==> src/rtl/icache_line_fill_responder.sv <==
`default_nettype none
// ============================================================================
// Module   : icache_line_fill_responder
// Purpose  : Turns one I-cache line read into one bmem burst. The burst beats
//            are assembled into a 256-bit line and returned with a dfp_resp
//            pulse. Optional last-line buffer: ICACHE_FILL_LINE_BUF_EN.
// Revision : 1.0 - initial release
// ============================================================================
module icache_line_fill_responder #(
  parameter int BEAT_W    = 64,
  parameter int BURST_LEN = 4
) (
  input  logic              clk,
  input  logic              rst,
  input  logic [31:0]       dfp_addr,
  input  logic              dfp_read,
  output logic [255:0]      dfp_rdata,
  output logic [31:0]       dfp_raddr,
  output logic              dfp_resp,
  output logic [31:0]       bmem_addr,
  output logic              bmem_read,
  input  logic              bmem_ready,
  input  logic [31:0]       bmem_raddr,
  input  logic [BEAT_W-1:0] bmem_rdata,
  input  logic              bmem_rvalid
);

  localparam int             LINE_W    = 256;
  localparam int             CNT_W     = (BURST_LEN > 1) ? $clog2(BURST_LEN) : 1;
  localparam logic [CNT_W-1:0] CNT_LAST = CNT_W'(BURST_LEN - 1);
  localparam logic [31:0]    LINE_MASK = 32'hFFFF_FFE0;

  typedef enum logic [1:0] {
    S_IDLE = 2'd0,
    S_REQ  = 2'd1,
    S_FILL = 2'd2,
    S_RESP = 2'd3
  } state_t;

  state_t             state_q, state_d;
  logic [31:0]        addr_q, addr_d;
  logic [CNT_W-1:0]   cnt_q, cnt_d;
  logic [LINE_W-1:0]  line_q, line_d;
  logic [LINE_W-1:0]  dfp_rdata_q, dfp_rdata_d;
  logic [31:0]        dfp_raddr_q, dfp_raddr_d;
  logic               dfp_resp_q, dfp_resp_d;
  logic [31:0]        bmem_addr_q, bmem_addr_d;
  logic               bmem_read_q, bmem_read_d;
  logic [31:0]        req_addr;

`ifdef ICACHE_FILL_LINE_BUF_EN
  logic [31:0]        buf_addr_q, buf_addr_d;
  logic [LINE_W-1:0]  buf_data_q, buf_data_d;
  logic               buf_valid_q, buf_valid_d;
`endif

  assign req_addr = dfp_addr & LINE_MASK;

  always_comb begin
    state_d     = state_q;
    addr_d      = addr_q;
    cnt_d       = cnt_q;
    line_d      = line_q;
    dfp_rdata_d = dfp_rdata_q;
    dfp_raddr_d = dfp_raddr_q;
    dfp_resp_d  = 1'b0;
    bmem_addr_d = bmem_addr_q;
    bmem_read_d = bmem_read_q;
`ifdef ICACHE_FILL_LINE_BUF_EN
    buf_addr_d  = buf_addr_q;
    buf_data_d  = buf_data_q;
    buf_valid_d = buf_valid_q;
`endif

    case (state_q)
      S_IDLE: begin
        if (dfp_read) begin
          addr_d = req_addr;
`ifdef ICACHE_FILL_LINE_BUF_EN
          if (buf_valid_q && (req_addr == buf_addr_q)) begin
            dfp_rdata_d = buf_data_q;
            dfp_raddr_d = buf_addr_q;
            dfp_resp_d  = 1'b1;
            state_d     = S_RESP;
          end else begin
            bmem_addr_d = req_addr;
            bmem_read_d = 1'b1;
            state_d     = S_REQ;
          end
`else
          bmem_addr_d = req_addr;
          bmem_read_d = 1'b1;
          state_d     = S_REQ;
`endif
        end
      end

      S_REQ: begin
        if (bmem_ready) begin
          bmem_read_d = 1'b0;
          cnt_d       = '0;
          state_d     = S_FILL;
        end
      end

      S_FILL: begin
        // Beats tagged for another line are stale traffic and are dropped.
        if (bmem_rvalid && (bmem_raddr == addr_q)) begin
          line_d[cnt_q*BEAT_W +: BEAT_W] = bmem_rdata;
          cnt_d = cnt_q + 1'b1;
          if (cnt_q == CNT_LAST) begin
            dfp_rdata_d = line_d;
            dfp_raddr_d = addr_q;
            dfp_resp_d  = 1'b1;
            state_d     = S_RESP;
`ifdef ICACHE_FILL_LINE_BUF_EN
            buf_addr_d  = addr_q;
            buf_data_d  = line_d;
            buf_valid_d = 1'b1;
`endif
          end
        end
      end

      S_RESP: begin
        state_d = S_IDLE;
      end

      default: begin
        state_d = S_IDLE;
      end
    endcase
  end

  always_ff @(posedge clk or posedge rst) begin
    if (rst) begin
      state_q     <= S_IDLE;
      addr_q      <= '0;
      cnt_q       <= '0;
      line_q      <= '0;
      dfp_rdata_q <= '0;
      dfp_raddr_q <= '0;
      dfp_resp_q  <= 1'b0;
      bmem_addr_q <= '0;
      bmem_read_q <= 1'b0;
`ifdef ICACHE_FILL_LINE_BUF_EN
      buf_addr_q  <= '0;
      buf_data_q  <= '0;
      buf_valid_q <= 1'b0;
`endif
    end else begin
      state_q     <= state_d;
      addr_q      <= addr_d;
      cnt_q       <= cnt_d;
      line_q      <= line_d;
      dfp_rdata_q <= dfp_rdata_d;
      dfp_raddr_q <= dfp_raddr_d;
      dfp_resp_q  <= dfp_resp_d;
      bmem_addr_q <= bmem_addr_d;
      bmem_read_q <= bmem_read_d;
`ifdef ICACHE_FILL_LINE_BUF_EN
      buf_addr_q  <= buf_addr_d;
      buf_data_q  <= buf_data_d;
      buf_valid_q <= buf_valid_d;
`endif
    end
  end

  assign dfp_rdata = dfp_rdata_q;
  assign dfp_raddr = dfp_raddr_q;
  assign dfp_resp  = dfp_resp_q;
  assign bmem_addr = bmem_addr_q;
  assign bmem_read = bmem_read_q;

endmodule
`default_nettype wire

==> config.mk <==
export PLATFORM = sky130hd
export DESIGN_NAME = icache_line_fill_responder
export DESIGN_NICKNAME = d
export VERILOG_FILES = /design/src/rtl/icache_line_fill_responder.sv
export SDC_FILE = /design/constraint.sdc
export NUM_CORES = 1
export LEC_CHECK = 0
export BUFFER_PORTS_ARGS = -buffer_cell sky130_fd_sc_hd__buf_2
export CORE_ASPECT_RATIO = 0.9
export CORE_MARGIN = 1
export CORE_UTILIZATION = 60
export CTS_CLUSTER_SIZE = 40
export DETAILED_ROUTE_END_ITERATION = 16
export GPL_ROUTABILITY_DRIVEN = 0
export PLACE_DENSITY = 0.9
export SYNTH_ARGS = -nofsm -noshare
export SYNTH_HDL_FRONTEND = slang
export SYNTH_SLANG_ARGS = --single-unit
==> constraint.sdc <==
create_clock -name clk -period 46.5 [get_ports clk]
set_input_delay 0 -clock clk [delete_from_list [all_inputs] [get_ports clk]]
set_output_delay 0 -clock clk [all_outputs]
set_load 0.05 [all_outputs]
==> flow_metrics.py <==
metrics = {
    "status": {
        "status": "finished, final reports clean",
    },
    "setup_path": {
        "crit_slowest_cell": "nand4bb_4",
        "required_ps": 46940,
        "crit_chain": "xnor2_1, nor4bb_1, nor4bb_1, nand4bb_4, buf_4, buf_4, buf_4, nand2_1, o21ai_0",
        "cp_common_cell": "buf_4",
        "cp-end-kind": "register",
        "arrival_ps": 5640,
        "worst-r2r-setup-slack_ps": 41290,
        "path_class": "reg2reg",
        "max_stage_delay_ps": 730,
        "worstPathMaxFanout": 113,
        "reg2reg_from": "bmem_addr[29]$_DFFE_PP0P_",
        "cp-start-kind": "register",
        "setup.worst_path.start": "bmem_addr[29]$_DFFE_PP0P_",
    },
    "placed_design": {
        "portBuffers": 439,
        "dp_hpwl_mm": 42.06,
        "dpl_cell_area_sq_um": 26470,
        "place_worst_setup_slack_ps": 41560,
    },
    "grt": {
        "grt_start_max_net_pins": 180,
        "grt_pass1_wl_mm": 119.0,
        "grt_pass1_vias": 20950,
        "antenna_found_initial": 0,
        "grt_usage_pct": 36.53,
        "grt.overflow.total": 0,
    },
    "worst_hold_path": {
        "hold_path_class": "in2reg",
        "min_from": "bmem_raddr[20]",
    },
    "route": {
        "wl_met2_mm": 35.21,
        "dr.max_layer_used": "met4",
        "wl_met1_mm": 28.14,
        "wl_mm": 76.34,
        "drc": 0,
        "first_iter_violations": 1959,
        "dr_total_vias": 20760,
        "firstDrtPassIters": 8,
        "antenna_left": 0,
        "via_per_inst": 6.397,
        "wl_met3_mm": 8.102,
        "routedWlPerCell_microns": 23.53,
    },
    "power": {
        "combinationalPowerShare_pct": 24.2,
        "p_leak_nw": 14.65,
        "seq_power_share_pct": 40.7,
        "sw_frac_of_total_pct": 34.40,
        "switchingPower_mw": 0.4543,
        "intPower_mw": 0.8663,
        "clkPwrFrac_pct": 35.1,
        "ir_worst_vdd_uv": 104.6,
        "power.density_nw_per_um2": 45.07,
    },
    "clock_tree": {
        "cts_buffer_depth": 3,
        "numCtsBuffers": 55,
        "cts-hold-fix-buffers": 97,
        "cts-resized-gates": 0,
        "cts_tree": "done",
        "htreeDepth": 2,
        "cts_root_buf": "clkbuf_16",
        "clock_sink_count": 572,
        "cts_setup_buffers": 0,
        "clk_pin_slew_ps": 60,
        "worstSkewPairLatency_ps": 610,
    },
    "timing": {
        "skew_ps": 24.41,
        "min_period_over_period_pct": 11.19,
        "period_needed_ps": 5205,
        "whs_ps": 90.95,
        "hold_violations": 0,
        "slew_headroom_pct": 27.96,
        "setup_violations": 0,
        "timing.fmax_ghz": 0.1921,
        "rsz0062_at_grt": "false",
        "drv_slew": 0,
        "fin_ws_ps": 41290,
        "setup_tns_ps": 0,
        "tightest_slew_ps": 1081,
    },
    "yosys": {
        "synth_top_area_share_pct": 58.61,
        "syn-cell-area_sq_um": 24420,
        "synth_seq_area_share_pct": 58.61,
        "synthTopCellsByArea": "dfrtp_1, a22o_1, nor2b_1",
        "yosysTopAreaCell": "dfrtp_1",
        "yosys_register_bits": 572,
        "synth_warnings": 0,
        "synthFlopType": "dfrtp_1",
        "synth_cell_types": 48,
        "syn_area_per_cell_sq_um": 10.67,
        "synthCells": 2288,
        "synth_edf_count": 0,
        "async_flop_share_pct": 100.0,
    },
    "floorplan": {
        "design.core.area_sq_um": 39800,
        "die_h_microns": 193.4,
        "placementRows": 69,
        "initial_utilization_pct": 61.37,
        "io_pins": 455,
        "dieArea_sq_um": 41520,
        "die_w_microns": 214.7,
    },
    "layout": {
        "layout_common_cells": "dfrtp_1, buf_2, nor2b_1, nand2_1, a21oi_1",
        "finalNetCount": 2813,
        "insertedDiodeCount": 0,
        "syn_to_final_growth_pct": 19.97,
        "fillers": 2446,
        "layout_commonest_cell": "dfrtp_1",
        "drive_above_1_share_pct": 23.30,
        "layout.cell_area.non_filler_sq_um": 29300,
    },
    "run": {
        "max-cap-violations": 0,
    },
}
power groups by stage:
stage | Combinational (mW) | Clock, mW | Sequential (mW)
finish | 0.319 | 0.464 | 0.537
detailed placement | 0.288 | 0 | 0.541
floorplan | 0.158 | 0 | 0.579
global route | 0.329 | 0.484 | 0.537
CTS | 0.300 | 0.465 | 0.533
global placement | 0.276 | 0 | 0.539
cell families (layout without fill, tap and decap cells):
kind of cell	after synthesis	in the layout	synth area share (%)
AOI/OAI and AO/OA	782	782	20.11
xor gates and xnor gates	17	17	0.6096
adders and majority gates	10	10	0.5123
buffers and inverters	259	675	4.949
DFF	572	572	58.61
muxes	56	56	2.582
other	1	10	0.01535
and+or+nand+nor	591	591	12.62
cell type report:
cell class                      count  area, sq um  area share, %
Clock buffer                       83         1642          5.602
Clock inverter                     17        217.7         0.7430
Inverter                           14        60.06         0.2050
Multi-Input combinational cell   1466         9022          30.79
Sequential cell                   572        14310          48.85
Tap cell                          532        665.6          2.272
Timing Repair Buffer              561         3381          11.54
registers in the layout, indices dropped and copies added (netlist names):
| name | count |
|---|---|
| dfp_raddr | 27 |
| cnt_q | 2 |
| dfp_rdata | 256 |
| bmem_read | 1 |
| state_q | 2 |
| bmem_addr | 27 |
| line_q | 256 |
| dfp_resp | 1 |
per-layer routing:
layer	vias up	GRT usage (%)
met5	-	0
met4	0	21.59
met3	346	7.846
met2	1564	57.08
met1	10190	47.33
li1	8662	-
cell usage after synthesis (2+ instances only):
cell type and count:
a21oi_1 258, a22o_1 257, buf_1 65, buf_2 63
buf_4 10, buf_6 16, clkbuf_1 91, dfrtp_1 572
ha_1 10, inv_1 14, mux2_2 56, nand2_1 265
nand2_2 4, nand2b_1 8, nand3_1 4, nand4_1 9
nand4b_1 2, nor2_1 3, nor2b_1 271, nor3_1 3
nor4_1 6, nor4bb_1 3, o21ai_0 237, o21ai_1 22
xnor2_1 11, xor2_1 6
stage by stage:
stage / std cells / utilization, % / total power, mW
after floorplan: 2297 / - / 0.7363
after global placement: 3048 / 66.51 / 0.8158
after detailed placement: 3048 / 66.51 / 0.8291
after CTS: 3245 / 73.62 / 1.298
after global routing: 3245 / 73.62 / 1.349
final: 3245 / 73.62 / 1.321
worst max-delay path, delay by kind of cell, from the launching register on:
kind / cells / cell delay, ps
AND/OR/NAND/NOR: 4 / 2020
buffers and inverters: 3 / 1730
XOR/XNOR: 1 / 540
AO/OA/AOI/OAI: 1 / 100
flip-flops: 1 / 460
path summary, 6_finish.rpt:
kind	depth (start not counted)	to
setup / recovery	9	dfp_rdata[12]$_DFFE_PP0P_
hold / removal	5	state_q[1]$_DFFE_PP0P_
hold reg to reg	2	dfp_rdata[82]$_DFFE_PP0P_
setup reg to reg	9	dfp_rdata[12]$_DFFE_PP0P_
min in group asynchronous	3	dfp_rdata[195]$_DFFE_PP0P_
max in group asynchronous	5	dfp_rdata[39]$_DFFE_PP0P_
No activity file was read; power rests on OpenSTA's default activity.
